==> src/rtl/exhaustive_sweep_misr_if.sv <==
// Bus between the sweep/MISR engine and whoever controls it and owns the
// combinational circuit under test. Widths follow the engine parameters.
interface exhaustive_sweep_misr_if #(
    parameter int N_IN  = 4,
    parameter int N_OUT = 3,
    parameter int SIG_W = 16
);
    logic             start;
    logic             hold;
    logic [N_IN-1:0]  pattern_out;
    logic             pattern_valid;
    logic [N_OUT-1:0] response_in;
    logic             busy;
    logic             done;
    logic [SIG_W-1:0] signature;
    logic [N_IN:0]    count;

    // Controller / circuit-under-test side.
    modport master (
        output start, hold, response_in,
        input  pattern_out, pattern_valid, busy, done, signature, count
    );

    // Engine side.
    modport slave (
        input  start, hold, response_in,
        output pattern_out, pattern_valid, busy, done, signature, count
    );
endinterface

==> src/rtl/exhaustive_sweep_misr.sv <==
// Exhaustive pattern sweep with MISR response compaction. Every vector
// 0..2^N_IN-1 is driven once; the circuit outputs are folded into a
// signature register so one final value stands in for the truth table.
module exhaustive_sweep_misr #(
    parameter int               N_IN  = 4,
    parameter int               N_OUT = 3,
    parameter int               SIG_W = 16,
    parameter logic [SIG_W-1:0] POLY  = SIG_W'(16'h1021),
    parameter logic [SIG_W-1:0] SEED  = {SIG_W{1'b1}}
) (
    input logic                    clock,
    input logic                    reset,
    exhaustive_sweep_misr_if.slave bus
);
    typedef enum logic [1:0] {IDLE, SWEEP, DONE} state_t;

    localparam logic [N_IN-1:0] PAT_ONE = N_IN'(1);
    localparam logic [N_IN:0]   CNT_ONE = (N_IN + 1)'(1);

    state_t           state, state_nxt;
    logic [N_IN-1:0]  pattern;
    logic [N_IN:0]    cnt;
    logic [SIG_W-1:0] sig, sig_nxt, resp_ext;
    logic             last, load, step;
    logic             busy, done, pattern_valid;

    // Final vector of the sweep is the all-ones pattern.
    assign last = &pattern;

    // State register.
    always_ff @(posedge clock or posedge reset) begin
        if (reset) state <= IDLE;
        else       state <= state_nxt;
    end

    // Next-state logic; hold only matters inside SWEEP, start only outside it.
    always_comb begin
        state_nxt = state;
        case (state)
            IDLE:    if (bus.start) state_nxt = SWEEP;
            SWEEP:   if (!bus.hold && last) state_nxt = DONE;
            DONE:    if (bus.start) state_nxt = SWEEP;
            default: state_nxt = IDLE;
        endcase
    end

    // Outputs and datapath controls decoded from state.
    always_comb begin
        busy          = (state == SWEEP);
        done          = (state == DONE);
        pattern_valid = busy && !bus.hold;
        step          = pattern_valid;
        load          = (state != SWEEP) && bus.start;
    end

    // MISR update: Galois shift with feedback taps, then fold in the response.
    always_comb begin
        resp_ext              = '0;
        resp_ext[N_OUT-1:0]   = bus.response_in;
        sig_nxt               = {sig[SIG_W-2:0], 1'b0} ^ (sig[SIG_W-1] ? POLY : '0) ^ resp_ext;
    end

    // Pattern, count and signature registers; pattern parks at all-ones when done.
    always_ff @(posedge clock or posedge reset) begin
        if (reset) begin
            pattern <= '0;
            cnt     <= '0;
            sig     <= SEED;
        end else if (load) begin
            pattern <= '0;
            cnt     <= '0;
            sig     <= SEED;
        end else if (step) begin
            sig <= sig_nxt;
            cnt <= cnt + CNT_ONE;
            if (!last) pattern <= pattern + PAT_ONE;
        end
    end

    assign bus.pattern_out   = pattern;
    assign bus.pattern_valid = pattern_valid;
    assign bus.busy          = busy;
    assign bus.done          = done;
    assign bus.signature     = sig;
    assign bus.count         = cnt;
endmodule
==> src/flat_wrapper.sv <==
// flat-port wrapper written by rule: the top's interface ports become plain ports
module exhaustive_sweep_misr_flat 
#(
    parameter int               N_IN  = 4,
    parameter int               N_OUT = 3,
    parameter int               SIG_W = 16,
    parameter logic [SIG_W-1:0] POLY  = SIG_W'(16'h1021),
    parameter logic [SIG_W-1:0] SEED  = {SIG_W{1'b1}}
)
  (clock, reset, bus_start, bus_hold, bus_response_in, bus_pattern_out, bus_pattern_valid, bus_busy, bus_done, bus_signature, bus_count);
  exhaustive_sweep_misr_if #(.N_IN(N_IN), .N_OUT(N_OUT), .SIG_W(SIG_W)) bus_i ();
  input logic clock;
  input logic reset;
  input wire logic [$bits(bus_i.start)-1:0] bus_start;
  input wire logic [$bits(bus_i.hold)-1:0] bus_hold;
  input wire logic [$bits(bus_i.response_in)-1:0] bus_response_in;
  output wire logic [$bits(bus_i.pattern_out)-1:0] bus_pattern_out;
  output wire logic [$bits(bus_i.pattern_valid)-1:0] bus_pattern_valid;
  output wire logic [$bits(bus_i.busy)-1:0] bus_busy;
  output wire logic [$bits(bus_i.done)-1:0] bus_done;
  output wire logic [$bits(bus_i.signature)-1:0] bus_signature;
  output wire logic [$bits(bus_i.count)-1:0] bus_count;
  assign bus_i.start = bus_start;
  assign bus_i.hold = bus_hold;
  assign bus_i.response_in = bus_response_in;
  assign bus_pattern_out = bus_i.pattern_out;
  assign bus_pattern_valid = bus_i.pattern_valid;
  assign bus_busy = bus_i.busy;
  assign bus_done = bus_i.done;
  assign bus_signature = bus_i.signature;
  assign bus_count = bus_i.count;
  exhaustive_sweep_misr #(.N_IN(N_IN), .N_OUT(N_OUT), .SIG_W(SIG_W), .POLY(POLY), .SEED(SEED)) u_core (.clock(clock), .reset(reset), .bus(bus_i));
endmodule
==> config.mk <==
export PLATFORM = sky130hd
export DESIGN_NAME = exhaustive_sweep_misr_flat
export DESIGN_NICKNAME = d
export VERILOG_FILES = /design/src/rtl/exhaustive_sweep_misr_if.sv /design/src/rtl/exhaustive_sweep_misr.sv /design/src/flat_wrapper.sv
export SDC_FILE = /design/constraint.sdc
export NUM_CORES = 1
export LEC_CHECK = 0
export ABC_AREA = 0
export CAP_MARGIN = 20
export CORE_UTILIZATION = 46
export DETAILED_ROUTE_END_ITERATION = 7
export PLACE_DENSITY_LB_ADDON = 0.2
export SYNTH_ARGS = -nofsm -noshare
export SYNTH_HDL_FRONTEND = slang
export SYNTH_SLANG_ARGS = --single-unit
==> constraint.sdc <==
create_clock -name clock -period 1.6 [get_ports clock]
set_input_delay 0.24 -clock clock [delete_from_list [all_inputs] [get_ports clock]]
set_output_delay 0.24 -clock clock [all_outputs]
set_load 0.02 [all_outputs]
==> results.tsv <==
metric	value	unit
Final Hold Vio Count	0	
crit start category	flop	
global-route wire length before repair	4188	um
met2 usage	0.3333	
total number of yosys warnings	0	
antenna violations before repair	0	
placed cell area	0.001634	mm2
Switch Pwr	0.001480	W
Critical Path AT	1.33	ns
power density over the cells	2133	mW/mm2
Leakage Power	0.7549	nW
total vias in the final route	993	
leading register cell type out of synthesis	dfstp_2	
sw frac	0.4246	
Seq/Total Area, Yosys	0.5599	
RSZ-0062 raised after global routing	yes	
row count	18	
Die H	53.97	um
grt met1 use	0.2668	
Final Hold Slack	0.2418	ns
post-CTS setup buffer count	0	
max_cap viols	0	
CP Max Fanout	2	
Max IR drop VDD	1376	uV
layout cells sized above 1	0.2208	
drt wl/cell	14.32	um
TritonCTS Buffers	3	
drt via density	5.397	
logic gate share of total power	0.497	
fillcell total	220	
drc violations	0	
Reg2Reg Setup Slack	0.08	ns
met3 usage	0.03390	
FF-to-FF path depth	4	
Initial Util	0.4926	
syn_nets	123	
share of the synthesized area in the top cell type	0.3384	
synthesis-to-finish area growth	31.52	%
Hold WC Path Type	input port to async pin	
number of top-level pins	35	
CTS root buf	clkbuf_4	
Worst Skew	0.0009071	ns
CTS tree	yes	
area of the die	0.002913	mm2
setup violators final	0	
global placer's final weighted congestion	0.8115	
Post-synth EDFFs	0	
Reg clk slew, reported paths	0.16	ns
ranking of synthesized cells by area	dfstp_2 34%, dfrtp_1 22%, nand2_1 5.7%	
flip-flop and latch area	695.7	um2
Clock power frac	0.091	
fmax	636.0	MHz
Critical R2R Launch	u_core.state[1]	
Syn Inst Count	114	
Inserted Diodes	0	
Design Power	0.003485	W
number of global-route vias before repair	909	
Slew @ Worst Pin	0.3810	ns
clock sinks	27	
footprint of the multi-input gates	485.5	um2
fin crit share	0.9828	
dominant cell by count in the synthesized netlist	nand2_1	
worst slack at placement	-0.3994	ns
Internal Power	0.002005	W
Final ANT Viol Nets	0	
DRT iter0 DRCs	19	
Seq pwr share	0.412	
Worst Path Class, Setup	flop to output port	
Max clock buf depth	2	
reg-to-reg endpoint	u_core.bus.count[2]	
fin crit period	1.572	ns
async set-or-reset flop fraction in the synthesized netlist	1.000	
grt total ovfl	0	
post-route setup slack	0.02758	ns
cell area after synthesis	0.001242	mm2
WL final	2634	um
clk_lat worst skew	0.33	ns
Post-CTS Hold Buffers	0	
status	finished, final reports clean	
Final Cell Area	0.001634	mm2
Post-synth top cells	19 x nand2_1, 16 x dfstp_2, 11 x dfrtp_1, 11 x nand3_1, 6 x o21ai_0	
total global-route track usage	0.2014	
core area	0.002522	mm2
GRT busiest layer	met2	
Die Wd	53.97	um
drt first pass iters	4	
slew margin rel.	0.7451	
syn_area_per_cell	10.90	um2
Critical Path RT	1.36	ns
port bufs	34	
H-Tree Depth	1	
nets@finish	164	
hpwl dp	1866	um
Distinct cells, synth	34	
setup TNS	0	ns
Slew Viols, Final	0	
Critical Path End Type	output port	
post-synth top area cell	dfstp_2	
largest net degree at the start of global routing	28	
flops & latches, synth	27	
[power by group through the flow]
stage | Clock (W) | Combinational (W) | Sequential (W)
after floorplan | 0 | 0.000758 | 0.00180
after global placement | 0 | 0.00190 | 0.00144
after detailed placement | 0 | 0.00194 | 0.00146
after CTS | 0.000325 | 0.00175 | 0.00144
after global routing | 0.000349 | 0.00190 | 0.00149
final | 0.000318 | 0.00173 | 0.00143
[kinds of logic after synthesis]
group / after synthesis / synth area share
flip-flops: 27 / 0.5599
buffers and inverters: 11 / 0.04934
AND/OR/NAND/NOR: 43 / 0.1742
adder cells (fa/ha/maj): 2 / 0.02014
AO/OA/AOI/OAI: 25 / 0.1531
XOR/XNOR: 5 / 0.03525
multiplexers: 1 / 0.008057
[state kept, by name, indices dropped and copies added (netlist names)]
register	cells
u_core.bus.pattern_out	4
u_core.bus.count	5
u_core.bus.signature	16
u_core.state	2
[layout by cell type (no fill, tap or decap), drive strengths merged, types with 2 or more instances in the layout]
master and count:
clkdlybuf4s50 6, xnor2 5, nor3 2, a2bb2oi 5, o21ai 7, dlygate4sd2 23, ha 2, or3 2
nand2 19, dfrtp 11, buf 10, clkbuf 3, o31ai 2, o22a 3, nand3 11, o221ai 2
dfstp 16, inv 7, a21oi 4
[area by class of cell]
class                      count  area share
clock buffer                   3     0.01378
clock inverter                 1    0.003828
inverter                       6     0.01531
multi-input combinational     76      0.2971
sequential                    27      0.4257
tap                           30     0.02297
timing repair buffer          41      0.2213
[critical path, stage by stage, from the launching register on]
cell     delay, ns
dfrtp_1       0.41
or3b_4        0.40
inv_4         0.07
buf_6         0.11
[layer usage]
metal,part of all wire,vias to the layer above
li1,-,486
met1,0.46,485
met2,0.50,20
met3,0.037,2
met4,0.0065,0
met5,0,-
[metrics by stage]
step,cells,util
after floorplan,114,-
after global placement,180,0.6478
after detailed placement,180,0.6478
after CTS,184,0.6488
after global routing,184,0.6478
final,184,0.6478
[repair_timing]
item / in CTS / in global routing
setup endpoints to repair: 27 / 6
pin swaps: 0 / 1
gates cloned: 0 / 0
resized for setup: 36 / 6
[worst max path at each step]
stage,startpoint,endpoint,slack (ns),depth (start not counted)
after detailed placement,bus_hold,bus_pattern_valid,-0.40,4
after floorplan,u_core.bus.pattern_out[0],u_core.bus.pattern_out[0],0.26,4
after global routing,u_core.state[1],bus_pattern_valid,-0.03,3
after global placement,bus_hold,bus_pattern_valid,-0.39,4
final,u_core.state[1],bus_pattern_valid,0.03,3
after CTS,u_core.state[1],bus_pattern_valid,0.002,3
Note: power is estimated with default switching activity, not from simulation.
